**config.mk**
```make
export PLATFORM = sky130hd
export DESIGN_NAME = dat_crc_rx
export DESIGN_NICKNAME = d
export VERILOG_FILES = /design/src/rtl/dat_crc_rx.sv
export SDC_FILE = /design/constraint.sdc
export NUM_CORES = 1
export LEC_CHECK = 0
export BUFFER_PORTS_ARGS = -buffer_cell sky130_fd_sc_hd__buf_2
export CAP_MARGIN = 20
export CORE_MARGIN = 2
export CORE_UTILIZATION = 60
export DETAILED_ROUTE_END_ITERATION = 12
export MAX_ROUTING_LAYER = met4
export PLACE_DENSITY = 0.78
export SLEW_MARGIN = 40
export SYNTH_ARGS = -nofsm -noshare
export SYNTH_HDL_FRONTEND = slang
export SYNTH_SLANG_ARGS = --single-unit
```
**constraint.sdc**
```tcl
create_clock -name iclk -period 4.15 [get_ports iclk]
set_input_delay 0.83 -clock iclk [delete_from_list [all_inputs] [get_ports iclk]]
set_output_delay 0.83 -clock iclk [all_outputs]
set_load 0.1 [all_outputs]
```
**src/rtl/dat_crc_rx.sv**
```systemverilog
// dat_crc_rx: receives one block from a serial DAT line.
// Waits for a start bit, takes BLOCK_BYTES data bytes MSB first while
// running a CRC16 (x^16+x^12+x^5+1, init 0) over them, then takes the
// 16-bit CRC and the end bit from the line and reports the result.
//
// Ports:
//   iclk        clock, all logic on its rising edge
//   irst        synchronous active-high reset
//   istart      arms reception of one block (honoured only in IDLE)
//   ien         bit strobe; idat is sampled only when ien=1
//   idat        serial DAT line, MSB first
//   obyte       last completed data byte
//   obyte_valid one-cycle pulse, obyte valid
//   obusy       high in every state except IDLE
//   odone       one-cycle pulse at block completion
//   ocrc_err    received CRC differed from computed CRC
//   oend_err    end bit sampled as 0
//   otimeout    no start bit within TIMEOUT strobes
module dat_crc_rx #(
    parameter int unsigned BLOCK_BYTES = 512,
    parameter logic [15:0] TIMEOUT     = 16'hFFFF
) (
    input  logic       iclk,
    input  logic       irst,
    input  logic       istart,
    input  logic       ien,
    input  logic       idat,
    output logic [7:0] obyte,
    output logic       obyte_valid,
    output logic       obusy,
    output logic       odone,
    output logic       ocrc_err,
    output logic       oend_err,
    output logic       otimeout
);

    localparam int unsigned     NBITS    = BLOCK_BYTES * 8;
    localparam int unsigned     CW       = $clog2(NBITS) + 1;
    localparam logic [CW-1:0]   LAST_BIT = CW'(NBITS - 1);
    localparam logic [15:0]     POLY     = 16'h1021;

    typedef enum logic [2:0] {
        IDLE,
        WAIT_START,
        DATA,
        CRC,
        END,
        DONE
    } state_t;

    state_t      state;
    state_t      state_nxt;

    logic [6:0]    byte_sr;
    logic [15:0]   crc;
    logic [15:0]   crc_nxt;
    logic [15:0]   rx_crc;
    logic [15:0]   wait_cnt;
    logic [CW-1:0] bit_cnt;
    logic [3:0]    crc_cnt;
    logic          fb;

    assign fb      = idat ^ crc[15];
    assign crc_nxt = {crc[14:0], 1'b0} ^ ({16{fb}} & POLY);

    always_ff @(posedge iclk) begin
        if (irst) begin
            state <= IDLE;
        end else begin
            state <= state_nxt;
        end
    end

    always_comb begin
        state_nxt = state;
        obusy     = (state != IDLE);
        odone     = (state == DONE);
        case (state)
            IDLE: begin
                if (istart) begin
                    state_nxt = WAIT_START;
                end
            end
            WAIT_START: begin
                if (ien) begin
                    if (!idat) begin
                        state_nxt = DATA;
                    end else if (wait_cnt == TIMEOUT - 16'd1) begin
                        state_nxt = DONE;
                    end
                end
            end
            DATA: begin
                if (ien && bit_cnt == LAST_BIT) begin
                    state_nxt = CRC;
                end
            end
            CRC: begin
                if (ien && crc_cnt == 4'd15) begin
                    state_nxt = END;
                end
            end
            END: begin
                if (ien) begin
                    state_nxt = DONE;
                end
            end
            DONE: begin
                state_nxt = IDLE;
            end
            default: begin
                state_nxt = IDLE;
            end
        endcase
    end

    always_ff @(posedge iclk) begin
        if (irst) begin
            byte_sr     <= '0;
            crc         <= '0;
            rx_crc      <= '0;
            wait_cnt    <= '0;
            bit_cnt     <= '0;
            crc_cnt     <= '0;
            obyte       <= '0;
            obyte_valid <= 1'b0;
            ocrc_err    <= 1'b0;
            oend_err    <= 1'b0;
            otimeout    <= 1'b0;
        end else begin
            obyte_valid <= 1'b0;
            case (state)
                IDLE: begin
                    if (istart) begin
                        byte_sr  <= '0;
                        crc      <= '0;
                        rx_crc   <= '0;
                        wait_cnt <= '0;
                        bit_cnt  <= '0;
                        crc_cnt  <= '0;
                        ocrc_err <= 1'b0;
                        oend_err <= 1'b0;
                        otimeout <= 1'b0;
                    end
                end
                WAIT_START: begin
                    // The start bit itself never enters the CRC.
                    if (ien && idat) begin
                        wait_cnt <= wait_cnt + 16'd1;
                        if (wait_cnt == TIMEOUT - 16'd1) begin
                            otimeout <= 1'b1;
                        end
                    end
                end
                DATA: begin
                    if (ien) begin
                        byte_sr <= {byte_sr[5:0], idat};
                        crc     <= crc_nxt;
                        bit_cnt <= bit_cnt + 1'b1;
                        if (bit_cnt[2:0] == 3'd7) begin
                            obyte       <= {byte_sr, idat};
                            obyte_valid <= 1'b1;
                        end
                    end
                end
                CRC: begin
                    // Computed CRC stays frozen while the received one shifts in.
                    if (ien) begin
                        rx_crc  <= {rx_crc[14:0], idat};
                        crc_cnt <= crc_cnt + 4'd1;
                    end
                end
                END: begin
                    // CRC compare is registered on the edge entering DONE so
                    // both error flags are already valid while odone is high.
                    if (ien) begin
                        oend_err <= ~idat;
                        ocrc_err <= (rx_crc != crc);
                    end
                end
                default: begin
                end
            endcase
        end
    end

endmodule

```
==> impl_metrics.toml <==
[yosys]
syn_inst = 435
syn-cell-area_mm2 = 0.003849
synth_top_area_cell = "dfxtp_1"
synth_cell_types = 47
syn-num-nets = 445
synthMuxAreaShare_pct = 1.398
synth_compound_area_share_pct = 12.52
synth_top_area_share_pct = 45.25
synth_simple_gate_area_share_pct = 24.35
synth_adder_area_share_pct = 1.625
syn_avg_cell_area_um2 = 8.848
synth-seq-area-share_pct = 45.25
synthTopCellsByArea = "dfxtp_1 45%, xor2_1 7.3%, nor2_1 6.3%"
synth_xor_area_share_pct = 10.24
synth_top_family_by_area = "simple AND/OR/NAND/NOR gates"
ys_ff_latch = 87
yosysWarnings = 0

[detailed_routing]
drc = 0
drt-total-wl_mm = 7.144
routedWlPerCell_um = 13.76
routed-via-count = 2986
drt_pass1_iterations = 4
drtIter0Drc = 175
ant_nets = 0
vias_per_cell = 5.753

[clock_tree]
postCtsResizedCells = 0
path_clk_slew_ns = 0.09
clk_latency_ns = 0.36
clock_path_buffers = 2
clock_tree.htree_level_count = 3
cts_tree = "yes"
cts_setup_buffers = 0
cts.sinks = 87
holdBufCountCts = 0
root_buffer = "clkbuf_8"
cts_made_buffers = 9

[flow_run]
max_cap_violations = 0

[timing]
min_period_ns = 2.571
grt_setup_unrepaired = "no"
fin_hold_ws_ns = 0.4543
hold_violations = 0
max_slew_margin_pct = 54.05
tns_ns = 0
drv_slew = 0
setup_viol = 0
tightest_slew_ns = 0.6883
skew_ns = 0.008938
period_share_pct = 61.95
fmax_mhz = 389.0

[hold_path]
worstHoldStart = "obyte[2]$_SDFFE_PP0P_"
hold_end = "obyte[2]$_SDFFE_PP0P_"
hold_path_depth = 2
hold_path.class = "reg -> reg"

[cells_and_area]
fin_nets = 447
final_common_cell = "dfxtp_1"
n_antenna_cell = 0
final_cells = 519
final_cell_mix = "87 x dfxtp_1, 65 x nor2_1, 42 x nand3_1"
n_fill_cell = 507
area_delta_synth_final_pct = 7.022
drive_gt1_share_pct = 10.86

[worst_setup_path]
criticalPathCategory = "reg -> out"
r2r-end = "bit_cnt[10]$_SDFFE_PP0P_"
critPathRequiredTime_ns = 3.32
worst-endpoint-arrival_ns = 1.74
end_kind = "output port"
reg2reg_depth = 5
r2r-start = "state[1]$_SDFFE_PP0P_"
worstSetupStartpointType = "flip-flop"
r2r_slack_ns = 1.96
critPathMaxFanout = 18

[die]
placementRows = 29
design.die.area_mm2 = 0.007071
io_pins = 19
die_w_um = 84.09
core-area_mm2 = 0.006277
die_h_um = 84.09
initial_utilization_pct = 61.31

[outcome]
status = "completed"

[pwr]
p_leak_nw = 1.495
powerDensity_mw_per_mm2 = 473.1
ir_drop_mv = 0.2822

[grt]
antenna_found_initial = 0
grt_pass1_wl_mm = 12.24
grt_pass1_vias = 2691
grt_usage_pct = 21.66
overflow = 0
grt_start_max_net_pins = 60

[placed_design]
place_inst = 503
port_buffers = 18
place_hpwl_mm = 4.630
gp_congestion = 0.8296
[cell families (layout without fill, tap and decap cells)]
kind of cell    after synthesis  in the layout
compound gates               68             68
xor+xnor                     45             45
fa+ha+maj                     5              5
buf+inv                      33             40
flops                        87             87
mux                           5              5
simple gates                192            192
[where the power goes]
part | switching [mW] | internal, mW | total, mW
Combinational | 0.278 | 0.102 | 0.380
Sequential | 0.0533 | 0.854 | 0.908
Clock | 0.315 | 0.346 | 0.661
[worst max-delay path by stage]
stage                                from                        end  slack (ns)  cells after the start
global placement                      ien   bit_cnt[10]$_SDFFE_PP0P_        1.52                      6
floorplan           state[1]$_SDFFE_PP0P_                      odone        1.87                      3
detailed placement                   idat  wait_cnt[12]$_SDFFE_PP0P_        1.72                      6
CTS                 state[1]$_SDFFE_PP0P_                      obusy        1.57                      2
global route        state[1]$_SDFFE_PP0P_                      obusy        1.49                      2
finish              state[1]$_SDFFE_PP0P_                      obusy        1.58                      2
[cells in the mapped netlist, drive strengths merged]
cell type   n
or3         1
nand2b      7
and4        1
a22oi      25
o211ai      1
nor3        5
o41ai       1
inv         4
o21ai       2
ha          5
dfxtp      87
xnor2      13
nor4        8
xor2       32
a21oi      29
o2bb2a      1
or2         1
a2111oi     2
and3b       1
buf        18
nand4      12
o22a        1
nor2b       1
a32oi       1
and2b       1
a311oi      1
or4b        1
nand2      38
clkbuf     11
and3        2
and2        2
nand4b      2
mux2i       5
nand3      43
nor2       65
a21boi      1
a211oi      2
a41oi       1
nand3b      1
[per-layer routing]
layer	GRT usage (%)	share of wire, %	vias up
li1	-	-	1520
met1	29.24	50	1416
met2	31.60	44	35
met3	3.858	2.8	15
met4	10.12	2.3	0
met5	-	0	-
[state kept, by name, indices dropped and copies added, names as in the netlist]
name,count
rx_crc,16
wait_cnt,16
state,3
bit_cnt,13
crc_cnt,4
byte_sr,7
obyte_valid,1
ocrc_err,1
otimeout,1
oend_err,1
crc,16
obyte,8
[layout make-up]
cell class	count	area (µm²)	share of cell area (%)
Inverter	4	15.01	0.3645
Timing Repair Buffer	20	105.1	2.552
Clock inverter	7	102.6	2.491
Multi-Input combinational cell	315	1934	46.96
Sequential cell	87	1742	42.28
Clock buffer	9	123.9	3.007
Tap cell	77	96.34	2.339
[through the flow]
step	setup slack, ns	instance area, µm²	utilization [%]	total power, mW
final	1.579	4119	65.62	1.949
after detailed placement	1.720	3892	62.01	1.304
after floorplan	1.869	3849	-	1.281
after global routing	1.492	4119	65.62	2.030
after CTS	1.573	4119	65.62	1.957
after global placement	1.519	3887	61.93	1.294
[critical path, cell delays in order (launching register included)]
cell and delay [ns]:
dfxtp_1 0.77, or3_1 0.20, buf_2 0.42
Note: power is estimated with default switching activity, not from simulation.
